$ cat src/rtl/scan_sequencer.sv
// Scan sequencer: walks the enabled MASK slots in ascending order, driving a
// 2-to-4 decoder with DWELL+1 cycles per slot and a one-cycle blank between slots.
module scan_sequencer #(
  parameter int DWELL_W = 8
) (
  input  logic               CLK,
  input  logic               RST_N,
  input  logic               START,
  input  logic               STOP,
  input  logic [DWELL_W-1:0] DWELL,
  input  logic [3:0]         MASK,
  output logic               EN,
  output logic [1:0]         SEL,
  output logic               BUSY,
  output logic               WRAP
);

  typedef enum logic [1:0] {
    IDLE   = 2'd0,
    ACTIVE = 2'd1,
    BLANK  = 2'd2
  } state_e;

  state_e             state_q, state_d;
  logic [1:0]         sel_q, sel_d;
  logic [DWELL_W-1:0] cnt_q, cnt_d;
  logic               en_q, en_d;
  logic               busy_q, busy_d;
  logic               wrap_q, wrap_d;
  logic [1:0]         first_slot;
  logic [1:0]         next_slot;

  // Lowest enabled slot, used when a scan starts from IDLE.
  function automatic logic [1:0] lowest_set(input logic [3:0] m);
    logic [1:0] r;
    r = 2'd0;
    for (int i = 3; i >= 0; i--) begin
      if (m[i]) r = 2'(i);
    end
    return r;
  endfunction

  // First enabled slot strictly after cur, wrapping; cur itself is the last
  // candidate so a single-slot mask keeps returning the same slot.
  function automatic logic [1:0] slot_after(input logic [1:0] cur, input logic [3:0] m);
    logic [1:0] r;
    logic [1:0] idx;
    r = cur;
    for (int i = 4; i >= 1; i--) begin
      idx = cur + 2'(i);
      if (m[idx]) r = idx;
    end
    return r;
  endfunction

  assign first_slot = lowest_set(MASK);
  assign next_slot  = slot_after(sel_q, MASK);

  always_comb begin
    state_d = state_q;
    sel_d   = sel_q;
    cnt_d   = cnt_q;
    wrap_d  = 1'b0;
    case (state_q)
      IDLE: begin
        if (START && !STOP && (MASK != 4'b0000)) begin
          state_d = ACTIVE;
          sel_d   = first_slot;
          cnt_d   = DWELL;
        end
      end
      ACTIVE: begin
        if (STOP) begin
          state_d = IDLE;
        end else if (cnt_q == '0) begin
          state_d = BLANK;
        end else begin
          cnt_d = cnt_q - DWELL_W'(1);
        end
      end
      BLANK: begin
        if (STOP || (MASK == 4'b0000)) begin
          state_d = IDLE;
        end else begin
          state_d = ACTIVE;
          sel_d   = next_slot;
          cnt_d   = DWELL;
          wrap_d  = (next_slot <= sel_q);
        end
      end
      default: state_d = IDLE;
    endcase
    // Outputs are registered copies of the next state so the decoder sees
    // SEL and EN change together on the same edge, never EN-high-while-moving.
    en_d   = (state_d == ACTIVE);
    busy_d = (state_d != IDLE);
  end

  always_ff @(posedge CLK or negedge RST_N) begin
    if (!RST_N) begin
      state_q <= IDLE;
      sel_q   <= 2'b00;
      cnt_q   <= '0;
      en_q    <= 1'b0;
      busy_q  <= 1'b0;
      wrap_q  <= 1'b0;
    end else begin
      state_q <= state_d;
      sel_q   <= sel_d;
      cnt_q   <= cnt_d;
      en_q    <= en_d;
      busy_q  <= busy_d;
      wrap_q  <= wrap_d;
    end
  end

  assign EN   = en_q;
  assign SEL  = sel_q;
  assign BUSY = busy_q;
  assign WRAP = wrap_q;

endmodule

$ cat config.mk
export PLATFORM = sky130hd
export DESIGN_NAME = scan_sequencer
export DESIGN_NICKNAME = d
export VERILOG_FILES = /design/src/rtl/scan_sequencer.sv
export SDC_FILE = /design/constraint.sdc
export NUM_CORES = 1
export LEC_CHECK = 0
export CAP_MARGIN = 20
export CORE_UTILIZATION = 45
export CTS_BUF_LIST = sky130_fd_sc_hd__clkbuf_2 sky130_fd_sc_hd__clkbuf_4 sky130_fd_sc_hd__clkbuf_8
export CTS_CLUSTER_DIAMETER = 40
export DETAILED_ROUTE_END_ITERATION = 6
export GPL_TIMING_DRIVEN = 0
export PLACE_DENSITY_LB_ADDON = 0.3
export SLEW_MARGIN = 25
export SYNTH_ARGS = -nofsm -noshare
export SYNTH_HDL_FRONTEND = slang
export SYNTH_SLANG_ARGS = --single-unit
$ cat constraint.sdc
create_clock -name CLK -period 1.8 [get_ports CLK]
set_input_delay 0.18 -clock CLK [delete_from_list [all_inputs] [get_ports CLK]]
set_output_delay 0.18 -clock CLK [all_outputs]
set_load 0.005 [all_outputs]
; ---- Word-level counts from Yosys, hierarchy flattened
; Index checks and enable logic that the tools add are counted.
[totals]
register_bits = 15
in_bits = 16
out_inout_bits = 5
[op_classes]
reduce_logical = 13
eq_ne = 7
addsub = 4
n_mux = 28
order_cmp = 4
[op_table]
columns = op, count
row1 = two-way mux 8 bit, 4
row2 = two-way mux 2 bit, 12
row3 = case mux 8 bit (3 select lines), 1
row4 = less-than comparator 2 x 3 -> 1 bit (second input constant), 3
row5 = zero test 8 bit, 1
row6 = != test 2 bit (second input constant), 4
row7 = subtractor 8 x 1 -> 8 bit (second input constant), 1
row8 = binary-select mux 1 bit (select 2 bit), 3
row9 = two-way mux 1 bit, 6
row10 = case mux 2 bit (3 select lines), 1
row11 = AND reduction 5 bit, 1
row12 = adder 2 bit (second input constant), 2
row13 = equality test 2 x 1 -> 1 bit (second input constant), 2
row14 = zero test 4 bit, 1
row15 = case mux 2 bit (2 select lines), 1
row16 = nonzero test 2 bit, 2
row17 = nonzero test 4 bit, 1
row18 = AND reduction 3 bit, 1
row19 = nonzero test 3 bit, 1
row20 = adder 2 x 1 -> 2 bit (second input constant), 1
row21 = equality test 2 bit (second input constant), 1
row22 = <= comparator 2 bit, 1
row23 = logical AND 1 bit, 2
row24 = zero test 2 bit, 1
row25 = 2 further kinds, 2

; ---- Depth between registers and ports, before layout
[logic_depth]
ltp_word = 9
mapped_depth = 10

; ---- Worst setup path after synthesis
; OpenSTA, ideal clock, no wires.
[synth_path]
path_kind = flip-flop to flip-flop
from = register cnt_q[0]
to = register cnt_q[2]
slack_ns = 0.084
path_stages_with_launch = 9
synth_period_minus_slack_ns = 1.716
arrival_time_ns = 1.597
path_cell_list = dfrtp_1 -> inv_1 -> ha_1 -> nor4b_1 -> a211o_2 -> and2_4 -> buf_6 -> inv_4 -> o2bb2a_4
[synth_between]
elab_chain_len = 4
elab_cells_between_ends = 7
[synth_rtl]
columns = item, line_no
row1 = start: declaration, 26  ; logic [DWELL_W-1:0] cnt_q, cnt_d;
row2 = start signal: assignment, 110  ; cnt_q <= cnt_d;
row3 = subtractor 8 x 1 -> 8 bit, 78  ; cnt_d = cnt_q - DWELL_W'(1);
row4 = two-way mux 8 bit, 75  ; end else if (cnt_q == '0) begin
row5 = two-way mux 8 bit, 73  ; if (STOP) begin
row6 = case mux 8 bit (3 select lines), 64  ; case (state_q)
; Parallel ways exist; a longest one is shown, timed or not. The select of a mux whose other input is x is not followed.
; A chain may end at the register's enable or synchronous reset.

; ---- Worst setup path after layout
[layout_path]
from = register sel_q[0], in the netlist SEL[0]
to = register wrap_q, in the netlist WRAP
[layout_between]
elab_chain_len = 9
elab_cells_between_ends = 15
[layout_rtl]
columns = item, line_no
row1 = start: declaration, 25  ; logic [1:0] sel_q, sel_d;
row2 = start signal: assignment, 109  ; sel_q <= sel_d;
row3 = adder 2 bit, 50  ; idx = cur + 2'(i);
row4 = binary-select mux 1 bit (select 2 bit), 51  ; if (m[idx]) r = idx;
row5 = two-way mux 1 bit (implied by the code), 51
row6 = two-way mux 2 bit (3 in a row), 51
row7 = <= comparator 2 bit *, 88  ; wrap_d = (next_slot <= sel_q);
row8 = two-way mux 1 bit *, 82  ; if (STOP || (MASK == 4'b0000)) begin
row9 = two-way mux 1 bit *, 64
row10 = named net wrap_d, 29  ; logic wrap_q, wrap_d;
row11 = end signal: assignment, 113  ; wrap_q <= wrap_d;
row12 = end: declaration, 29
; The timed path passes the listed nets; every way through them passes the cells marked *. The select of a mux whose other input is x is not followed.

==> flow_metrics.env <==
export IMPL_run_status="complete, no violations"
export IMPL_route_detailed_wl_per_inst_microns=13.4
export IMPL_gr_max_usage_layer="met2"
export IMPL_power_total_uw=1300
export IMPL_worst_ep_arrival_time_ns=1.94
export IMPL_drv_slew=0
export IMPL_worst_slew_margin_rel=0.554
export IMPL_critPathCaptureType="flop"
export IMPL_tightestPinTransition_ns=0.667
export IMPL_top_level_ports=21
export IMPL_period_needed_ns=1.74
export IMPL_synth_seq_cells=15
export IMPL_maximum_number_of_buffers_from_clock_root_to_sink=2
export IMPL_routed_via_density=5.71
export IMPL_layout_area_overhead_vs_synth_pct=37.9
export IMPL_groute_usage_overall=0.199
export IMPL_clk_tree_root_cell="clkbuf_4"
export IMPL_ff2ff_path_depth=7
export IMPL_grt_max_degree=16
export IMPL_globalplace_congestion=0.799
export IMPL_fin_hold_ws_ns=0.301
export IMPL_power_ir_vdd_worst_mv=0.603
export IMPL_grt_overflow=0
export IMPL_initial_core_util=0.489
export IMPL_die_x_microns=48.7
export IMPL_worst_skew_pair_late_latency_ns=0.28
export IMPL_grt_pass1_wl_mm=3.72
export IMPL_post_synth_main_area_contributors="dfrtp_1, a21oi_1, ha_1"
export IMPL_cts_reportedPaths_clkPinSlew_ns=0.09
export IMPL_final_setup_viol_count=0
export IMPL_r2r_end="WRAP"
export IMPL_worst_ep_required_ns=2.01
export IMPL_design_final_nets=161
export IMPL_setup_worst_path_class="flop to flop"
export IMPL_cts_hold_fix_buffers=0
export IMPL_synth_area_per_cell_sq_um=8.91
export IMPL_design_core_area_sq_um=2000
export IMPL_setup_worst_path_start_class="flop"
export IMPL_antennaDiodeCount=0
export IMPL_final_number_of_hold_violating_endpoints=0
export IMPL_cts_tree="built"
export IMPL_cts_inserted_buffers=3
export IMPL_netlist_top_cell_by_area="dfrtp_1"
export IMPL_post_synth_top_area_fraction=0.383
export IMPL_detailed_place_hpwl_mm=1.64
export IMPL_path_depth=7
export IMPL_use_met2=0.333
export IMPL_critical_path_max_stage_delay_ns=0.46
export IMPL_p_per_area_nw_per_um2=960
export IMPL_synth_seq_area_share=0.383
export IMPL_r2r_setup_slack_ns=0.06
export IMPL_crit_buf_inv=0
export IMPL_drc=0
export IMPL_cp_cell_sequence="o21ai_0 -> o21ai_0 -> a221oi_2 -> ha_1 -> a21oi_2 -> a21oi_2 -> nor3_2"
export IMPL_timing_max_cap_violations=0
export IMPL_clock_sinks=15
export IMPL_io_buffers=20
export IMPL_cp_top_family="compound AO/OA/AOI/OAI gates"
export IMPL_crit_fanout=7
export IMPL_clock_fmax_mhz=576
export IMPL_drtIter0Drc=26
export IMPL_period_utilization=0.964
export IMPL_via_count=953
export IMPL_slowest_stage="dfrtp_2"
export IMPL_leakage_uw=0.000602
export IMPL_synthesis_nets=130
export IMPL_yosys_warnings=0
export IMPL_chipHeight_microns=48.7
export IMPL_grt_pass1_vias=867
export IMPL_antenna_violations_before_repair=0
export IMPL_grt_use_met3=0.0283
export IMPL_row_count=16
export IMPL_postSynthCellCount=110
export IMPL_mappedNetlistArea_sq_um=980
export IMPL_routed_wirelength_mm=2.24
export IMPL_drt_first_pass_iters=4
export IMPL_worstHoldPathType="primary input to async pin"
export IMPL_grtUsageMet1=0.271
export IMPL_number_of_nets_still_failing_antenna_checks_after_routing=0
export IMPL_post_route_cells_drive_above_1_share=0.229
export IMPL_r2r_start="SEL[0]"
export IMPL_final_core_util=0.675
export IMPL_die_area_sq_um=2370
export IMPL_clock_skew_ns=0.00152
export IMPL_ys_types=38
export IMPL_htree_num_levels=1
==> state kept, by name, indices dropped and copies added, names as in the netlist <==
signal   flops
EN           1
WRAP         1
SEL          2
cnt_q        8
BUSY         1
state_q      2
==> layout by cell type (no fill, tap or decap), types with 4 or more instances in the layout <==
master,n
a21oi_1,8
buf_4,6
clkbuf_4,4
clkdlybuf4s50_1,16
dfrtp_1,13
dlymetal6s2s_1,4
inv_1,7
nand2_1,5
nand2b_1,4
nor2_1,11
o21ai_0,6
==> worst max-delay path by stage <==
stage,from,end,slack [ns]
final,SEL[0],WRAP,0.06
after global routing,SEL[0],WRAP,-0.01
after CTS,MASK[3],cnt_q[1],0.002
after detailed placement,MASK[3],cnt_q[1],-0.28
after global placement,MASK[1],WRAP,-0.26
after floorplan,cnt_q[0],cnt_q[2],0.08
==> per-layer routing <==
metal / part of all wire / vias up
met4: 0.0027 / 0
met2: 0.49 / 39
li1: - / 462
met1: 0.45 / 450
met5: 0 / -
met3: 0.060 / 2
==> stage by stage <==
stage          setup TNS (ns)  cell area [sq um]  instances  worst slack, ns
2_1_floorplan               0                980        110           0.0842
3_3_place_gp            -2.21               1210        157           -0.257
3_5_place_dp            -2.65               1210        157           -0.282
4_1_cts                     0               1250        161          0.00172
5_1_grt               -0.0144               1350        167          -0.0144
6_report                    0               1350        167           0.0640
==> cells in the mapped netlist, drive strengths merged <==
master	n
and2	2
nor2b	1
o2bb2a	1
ha	4
nor2	11
inv	10
nand2b	4
buf	3
nor4b	1
a2bb2oi	1
o211ai	3
or4	2
mux2i	1
clkbuf	3
a21oi	10
o311a	1
o22a	2
o22ai	1
a221o	2
o21ai	7
nand2	5
a31o	1
nand3	2
a31oi	2
nor3b	1
or3	1
nor3	4
a221oi	1
dfrtp	15
o211a	1
a211o	1
nor4	3
a22oi	3
==> cells by family (layout without fill, tap and decap cells) <==
group | after synthesis | after routing | share of synthesized area
buf+inv | 16 | 46 | 0.0805
fa+ha+maj | 4 | 4 | 0.0511
flops | 15 | 15 | 0.383
mux | 1 | 1 | 0.0102
simple gates | 37 | 37 | 0.197
compound gates | 37 | 37 | 0.278
==> area by class of cell <==
cell class	instances	area (sq um)
Inverter	10	40.0
Buffer	5	35.0
Sequential cell	15	378
Timing Repair Buffer	27	267
Fill cell	163	651
Clock buffer	4	30.0
Tap cell	27	33.8
Multi-Input combinational cell	79	568
==> what timing repair did <==
action                     4_1_cts  5_1_grt
pin swaps                        1        5
setup endpoints to repair        7        7
gates resized for setup          1       18
setup buffers                    1        6
==> power breakdown <==
part	switching, uW	internal [uW]	leakage [uW]
Sequential	105	429	0.000181
Combinational	257	300	0.000402
Clock	106	101	0.0000184
Total	468	829	0.000602
No activity file was read; power rests on OpenSTA's default activity.
